`src/rtl/change_dispenser_if.sv`:
```
// Change-dispenser handshake bundle: transaction request, coin offer/ack and status.
// The master drives the request and ack; the slave is the dispenser.
interface change_dispenser_if #(
  parameter int WIDTH = 8
);
  logic             start;
  logic [WIDTH-1:0] credit;
  logic [WIDTH-1:0] price;
  logic             coin_ack;
  logic             busy;
  logic             coin_valid;
  logic [1:0]       coin_type;
  logic             done;
  logic             short_err;
  logic [WIDTH-1:0] residue;
  logic [7:0]       coins_out;

  modport master (
    output start, credit, price, coin_ack,
    input  busy, coin_valid, coin_type, done, short_err, residue, coins_out
  );

  modport slave (
    input  start, credit, price, coin_ack,
    output busy, coin_valid, coin_type, done, short_err, residue, coins_out
  );
endinterface

```
`src/rtl/change_dispenser.sv`:
```
// Greedy change dispenser: computes credit - price, then offers quarters/dimes/nickels
// one per acked cycle until less than a nickel remains.
module change_dispenser #(
  parameter int WIDTH   = 8,
  parameter int NICKEL  = 5,
  parameter int DIME    = 10,
  parameter int QUARTER = 25
) (
  input  logic                clk,
  input  logic                rst,
  change_dispenser_if.slave   bus
);

  localparam logic [WIDTH-1:0] N_V = WIDTH'(NICKEL);
  localparam logic [WIDTH-1:0] D_V = WIDTH'(DIME);
  localparam logic [WIDTH-1:0] Q_V = WIDTH'(QUARTER);

  typedef enum logic [1:0] {IDLE, CALC, DISPENSE, DONE} state_e;

  state_e           state_q, state_d;
  logic [WIDTH-1:0] credit_q, credit_d;
  logic [WIDTH-1:0] price_q, price_d;
  logic [WIDTH-1:0] remaining_q, remaining_d;
  logic [WIDTH-1:0] residue_q, residue_d;
  logic             short_q, short_d;
  logic [7:0]       coins_q, coins_d;

  logic [WIDTH:0]   diff;
  logic [1:0]       coin_sel;
  logic [WIDTH-1:0] coin_val;

  // Carry-out of the two's-complement subtraction is 1 exactly when credit >= price.
  assign diff = {1'b0, credit_q} + {1'b0, ~price_q} + (WIDTH+1)'(1);

  assign coin_sel = (remaining_q >= Q_V) ? 2'b11 :
                    (remaining_q >= D_V) ? 2'b10 : 2'b01;
  assign coin_val = (coin_sel == 2'b11) ? Q_V :
                    (coin_sel == 2'b10) ? D_V : N_V;

  always_ff @(posedge clk or posedge rst) begin
    if (rst) begin
      state_q     <= IDLE;
      credit_q    <= '0;
      price_q     <= '0;
      remaining_q <= '0;
      residue_q   <= '0;
      short_q     <= 1'b0;
      coins_q     <= '0;
    end else begin
      state_q     <= state_d;
      credit_q    <= credit_d;
      price_q     <= price_d;
      remaining_q <= remaining_d;
      residue_q   <= residue_d;
      short_q     <= short_d;
      coins_q     <= coins_d;
    end
  end

  // Residue is loaded on entry to DONE so it is already valid while done is high.
  always_comb begin
    state_d     = state_q;
    credit_d    = credit_q;
    price_d     = price_q;
    remaining_d = remaining_q;
    residue_d   = residue_q;
    short_d     = short_q;
    coins_d     = coins_q;
    unique case (state_q)
      IDLE: begin
        if (bus.start) begin
          credit_d    = bus.credit;
          price_d     = bus.price;
          remaining_d = '0;
          residue_d   = '0;
          short_d     = 1'b0;
          coins_d     = '0;
          state_d     = CALC;
        end
      end
      CALC: begin
        if (!diff[WIDTH]) begin
          short_d     = 1'b1;
          remaining_d = '0;
          residue_d   = '0;
          state_d     = DONE;
        end else begin
          remaining_d = diff[WIDTH-1:0];
          if (diff[WIDTH-1:0] < N_V) begin
            residue_d = diff[WIDTH-1:0];
            state_d   = DONE;
          end else begin
            state_d   = DISPENSE;
          end
        end
      end
      DISPENSE: begin
        if (bus.coin_ack) begin
          remaining_d = remaining_q - coin_val;
          coins_d     = (coins_q == 8'hFF) ? coins_q : coins_q + 8'd1;
          if (remaining_d < N_V) begin
            residue_d = remaining_d;
            state_d   = DONE;
          end
        end
      end
      DONE: state_d = IDLE;
      default: state_d = IDLE;
    endcase
  end

  always_comb begin
    bus.busy       = (state_q != IDLE);
    bus.coin_valid = (state_q == DISPENSE);
    bus.coin_type  = (state_q == DISPENSE) ? coin_sel : 2'b00;
    bus.done       = (state_q == DONE);
    bus.short_err  = (state_q == DONE) && short_q;
    bus.residue    = residue_q;
    bus.coins_out  = coins_q;
  end

endmodule

```
`src/flat_wrapper.sv`:
```
// flat-port wrapper written by rule: the top's interface ports become plain ports
module change_dispenser_flat 
#(
  parameter int WIDTH   = 8,
  parameter int NICKEL  = 5,
  parameter int DIME    = 10,
  parameter int QUARTER = 25
)
  (clk, rst, bus_start, bus_credit, bus_price, bus_coin_ack, bus_busy, bus_coin_valid, bus_coin_type, bus_done, bus_short_err, bus_residue, bus_coins_out);
  change_dispenser_if #(.WIDTH(WIDTH)) bus_i ();
  input  logic clk;
  input  logic rst;
  input wire logic [$bits(bus_i.start)-1:0] bus_start;
  input wire logic [$bits(bus_i.credit)-1:0] bus_credit;
  input wire logic [$bits(bus_i.price)-1:0] bus_price;
  input wire logic [$bits(bus_i.coin_ack)-1:0] bus_coin_ack;
  output wire logic [$bits(bus_i.busy)-1:0] bus_busy;
  output wire logic [$bits(bus_i.coin_valid)-1:0] bus_coin_valid;
  output wire logic [$bits(bus_i.coin_type)-1:0] bus_coin_type;
  output wire logic [$bits(bus_i.done)-1:0] bus_done;
  output wire logic [$bits(bus_i.short_err)-1:0] bus_short_err;
  output wire logic [$bits(bus_i.residue)-1:0] bus_residue;
  output wire logic [$bits(bus_i.coins_out)-1:0] bus_coins_out;
  assign bus_i.start = bus_start;
  assign bus_i.credit = bus_credit;
  assign bus_i.price = bus_price;
  assign bus_i.coin_ack = bus_coin_ack;
  assign bus_busy = bus_i.busy;
  assign bus_coin_valid = bus_i.coin_valid;
  assign bus_coin_type = bus_i.coin_type;
  assign bus_done = bus_i.done;
  assign bus_short_err = bus_i.short_err;
  assign bus_residue = bus_i.residue;
  assign bus_coins_out = bus_i.coins_out;
  change_dispenser #(.WIDTH(WIDTH), .NICKEL(NICKEL), .DIME(DIME), .QUARTER(QUARTER)) u_core (.clk(clk), .rst(rst), .bus(bus_i));
endmodule
```
`config.mk`:
```
export PLATFORM = sky130hd
export DESIGN_NAME = change_dispenser_flat
export DESIGN_NICKNAME = d
export VERILOG_FILES = /design/src/rtl/change_dispenser_if.sv /design/src/rtl/change_dispenser.sv /design/src/flat_wrapper.sv
export SDC_FILE = /design/constraint.sdc
export NUM_CORES = 1
export LEC_CHECK = 0
export CORE_UTILIZATION = 45
export CTS_CLUSTER_SIZE = 16
export DETAILED_ROUTE_END_ITERATION = 7
export PLACE_DENSITY = 0.81
export SETUP_SLACK_MARGIN = 0.1
export SLEW_MARGIN = 25
export SYNTH_ARGS = -nofsm -noshare
export SYNTH_HDL_FRONTEND = slang
export SYNTH_SLANG_ARGS = --single-unit
```
`constraint.sdc`:
```
create_clock -name clk -period 4.12 [get_ports clk]
set_input_delay 0.412 -clock clk [delete_from_list [all_inputs] [get_ports clk]]
set_output_delay 0.412 -clock clk [all_outputs]
set_load 0.02 [all_outputs]
```
==> results <==
- The floorplan has 27 rows.
- The total number of vias is 2,117.
- At the end of routability-driven placement, the weighted congestion stood at 0.856.
- The insertion delay to the later sink of the worst-skew pair is a little under 0.3 ns.
- The max-capacitance violation count is 0.
- The maximum number of pins on one net before global-route repair is 44.
- The fraction of registers with async set or reset after synthesis is 1.00.
- Between clock sinks in the finished design, the worst skew comes to 0.00489 ns.
- Across all hold checks on the routed design, the worst slack comes to approximately 0.49 ns.
- The area share of the largest cell type after synthesis is 0.404.
- VDD sags by at most 0.488 mV.
- The number of flops mapped to enable cells by yosys is 0.
- The die covers just over 6000 sq um.
- The first-pass detailed-route iteration total is 4.
- The register area share after synthesis is 0.404.
- The global routing usage on met1 is 0.248.
- The area added between synthesis and finish is 23.1%.
- Wires add up to 5490 um.
- Counting instances in the post-synthesis netlist gives the leading cell types as sky130_fd_sc_hd__dfrtp_1 (43), sky130_fd_sc_hd__nand2_1 (28), sky130_fd_sc_hd__inv_1 (21).
- The worst setup path is captured at a register.
- The measured slew at the worst slew-check pin is 0.682 ns.
- The post-synthesis sequential element count is between 40 and 50.
- Walking the worst path, the cells encountered are o311a_1 > nor4_1 > nand2_1 > ha_1 > fa_1 > nand2b_1 > a21oi_1 > xnor2_1 > nand4_1 > a211o_1 > nand2_1 > o211ai_4 > mux2_4.
- The startpoint of the worst register-to-register path is u_core.remaining_q[1].
- Data arrives at the worst endpoint at 3.75 ns.
- The data required time of the worst path is roughly 4.3 ns.
- The number of nets in the layout is between 300 and 400.
- Headroom to the max-slew limit came out at 0.544.
- In this run the horizontal extent of the chip is about 79 um.
- The yosys synthesis warning count is 0.
- The maximum clock frequency is 280 MHz.
- The final-report max-slew violation count is 0.
- The number of inserted diodes is 0.
- 42 I/O pins were placed.
- The largest single stage delay on the critical path is 0.41 ns.
- The total congestion overflow after global routing is 0.
- The core region is roughly 5600 sq um.
- The tree is rooted in a sky130_fd_sc_hd__clkbuf_8.
- After clock tree synthesis, the clock-pin slew on the worst setup and hold paths is 0.07 ns.
- By instance count, the leading cell after synthesis is sky130_fd_sc_hd__dfrtp_1.
- Together, buffers and inverters on the worst path number 0.
- In the final layout, the share of cells above drive strength 1 is 0.130.
- Synthesis produced ~270 cells.
- After detailed routing, the number of remaining DRC violations is 0.
- The prevailing post-synth register cell is sky130_fd_sc_hd__dfrtp_1.
- The detail-routed via count per cell is 5.47.
- The final clock period utilization by the worst path is 0.868.
- STA classifies the critical path startpoint as a register.
- The number of setup buffers added after CTS is 0.
- The total clock buffers created by CTS is 5.
- The leakage dissipation is about 1.4 nW.
- The number of cells on the worst reg-to-reg path is 13.
- The reg-to-reg setup timing slack is roughly 0.54 ns.
- The deepest level of the CTS H-tree is 2.
- Setup violations remaining at the end of the flow were counted as 0.
- The CTS tree is built.
- The final hold violation count is 0.
- By instance count, the cell type seen most on the critical path is sky130_fd_sc_hd__nand2_1.
- For this design, the slowest cell found on the critical path is sky130_fd_sc_hd__dfrtp_1.
- On the critical path the largest part of the delay comes from compound AO/OA/AOI/OAI gates.
- For this configuration, the core starts out at a cell density of 0.475.
- The number of antenna violations at the first check in global routing was 0.
- Buffers placed on the I/O ports in this run total 41.
- The worst hold path terminates at u_core.bus.residue[4].
- The cell type with the highest aggregate area in the netlist is sky130_fd_sc_hd__dfrtp_1.
- In this run the deepest clock path goes through 2 buffers.
- The number of hold buffers added after CTS is 0.
- Averaged over all synthesized cells, the footprint is 9.93 sq um.
- The run finished with clean final reports.
- The startpoint identified for the worst hold timing path is u_core.bus.residue[4].
- The wire-length estimate of the detail-placed layout is between 4000 and 5000 um.
- Along the worst path, the maximum fanout reaches 8.
- The worst hold path stage count is 1.
- The synthesized netlist occupies a cell area of 2660 sq um.
- The number of global-route vias before repair is between 2,000 and 2,500.
- The wire length of the first global-routing pass is 9500 um.
- After detailed routing, the average wire length per cell comes to 14.2 um.
- Setup repair after global routing left no endpoint under its margin.
- In this run, the number of DRC markers left after iteration 0 of detailed routing was 120.
- The post-route setup TNS is 0 ns.
- The type of the setup path with the least slack is reg2reg.
- In this run the power density over the cells is between 800 and 900 nW/um^2.
- The peak-usage layer in the global routing report is met2.
- The remaining antenna violation count after routing is 0.
- Once layout is complete, the utilization of the core stands at 0.584.
- The met2 demand-to-capacity share in global routing is 0.327.
- The capture point of the worst reg-to-reg path is u_core.bus.residue[0].
- Counting distinct cell types in the post-synthesis netlist gives 53.
- Counting every sink on the clock net gives 43.
- In the post-synthesis netlist, the biggest area contributors are sky130_fd_sc_hd__dfrtp_1 (40%), sky130_fd_sc_hd__ha_1 (8.5%), sky130_fd_sc_hd__mux2_2 (6.8%).
- Subtracting the final worst setup slack from the clock period gives 3.58 ns.
- Across every metal layer, demand over resource in global routing totals 0.194.
- The number of nets produced by synthesis is slightly above 300.
- The met3 usage in global routing is 0.0345.
- The height of the die is just under 80 um.
- The total of cells resized after clock tree synthesis is 0.
- The type of the worst min-delay path is reg2reg.
sequential cells by signal, summed over array words and instances, names as in the netlist:
signal and cells:
u_core.bus.coins_out 8, u_core.bus.residue 8, u_core.credit_q 8, u_core.price_q 8
u_core.remaining_q 8, u_core.short_q 1, u_core.state_q 2
logic make-up (layout without fill, tap and decap cells):
kind of cell / Yosys count / after routing / synth area share
AO/OA/AOI/OAI: 62 / 62 / 0.162
XOR/XNOR: 10 / 10 / 0.0357
adder cells (fa/ha/maj): 20 / 20 / 0.0996
buffers and inverters: 25 / 72 / 0.0352
flip-flops: 43 / 43 / 0.404
multiplexers: 22 / 22 / 0.0959
AND/OR/NAND/NOR: 86 / 86 / 0.168
layout by cell type (no fill, tap or decap), types with 3 or more instances in the layout:
cell,Yosys,layout
sky130_fd_sc_hd__o32ai_1,3,3
sky130_fd_sc_hd__ha_1,18,18
sky130_fd_sc_hd__nor2b_1,3,3
sky130_fd_sc_hd__xnor2_1,6,6
sky130_fd_sc_hd__a21oi_2,3,3
sky130_fd_sc_hd__xor2_1,3,3
sky130_fd_sc_hd__inv_1,21,21
sky130_fd_sc_hd__clkdlybuf4s50_1,0,41
sky130_fd_sc_hd__a21oi_1,15,15
sky130_fd_sc_hd__mux2i_1,3,3
sky130_fd_sc_hd__mux2_4,3,3
sky130_fd_sc_hd__nand3_1,9,9
sky130_fd_sc_hd__nand2_1,28,28
sky130_fd_sc_hd__clkbuf_8,0,6
sky130_fd_sc_hd__o21ai_1,3,3
sky130_fd_sc_hd__nand2b_1,7,7
sky130_fd_sc_hd__mux2_2,16,16
sky130_fd_sc_hd__dfrtp_1,43,43
sky130_fd_sc_hd__and2_1,7,7
sky130_fd_sc_hd__o21a_1,3,3
sky130_fd_sc_hd__nor3_1,5,5
sky130_fd_sc_hd__o21ai_0,15,15
sky130_fd_sc_hd__nor2_1,14,14
cell type report:
type / count / area [sq um]
clock buffer: 6 / 82.6
clock inverter: 2 / 35.0
fill: 501 / 2330
inverter: 22 / 82.6
multi-input combinational: 200 / 1490
sequential: 43 / 1080
tap: 72 / 90.1
timing repair buffer: 42 / 418
through the flow:
stage / power [W] / std cells / setup slack [ns] / cell area, sq um
after floorplan: 0.00208 / 268 / 0.896 / 2660
after global placement: 0.00245 / 379 / 0.744 / 3160
after detailed placement: 0.00250 / 379 / 0.617 / 3160
after CTS: 0.00285 / 387 / 0.580 / 3280
after global routing: 0.00310 / 387 / 0.306 / 3280
final: 0.00285 / 387 / 0.542 / 3280
metal layers:
| layer | up-vias | share of wire |
|---|---|---|
| met3 | 12 | 0.045 |
| met4 | 0 | 0.017 |
| met5 | - | 0 |
| met2 | 64 | 0.50 |
| li1 | 1036 | - |
| met1 | 1005 | 0.44 |
worst max path at each step:
stage	start	to	slack, ns	depth (start not counted)
floorplan	u_core.remaining_q[1]	u_core.bus.residue[1]	0.90	13
global placement	u_core.remaining_q[1]	u_core.bus.residue[0]	0.74	13
detailed placement	u_core.remaining_q[1]	u_core.bus.residue[0]	0.62	13
CTS	u_core.remaining_q[1]	u_core.bus.residue[0]	0.58	13
global route	u_core.remaining_q[1]	u_core.bus.residue[0]	0.31	13
finish	u_core.remaining_q[1]	u_core.bus.residue[0]	0.54	13
where the power goes:
part	switching [W]	internal, W
logic	0.00107	0.000784
registers	0.0000994	0.000561
clock network	0.000136	0.000196
Power figures use the tool's default switching activity.
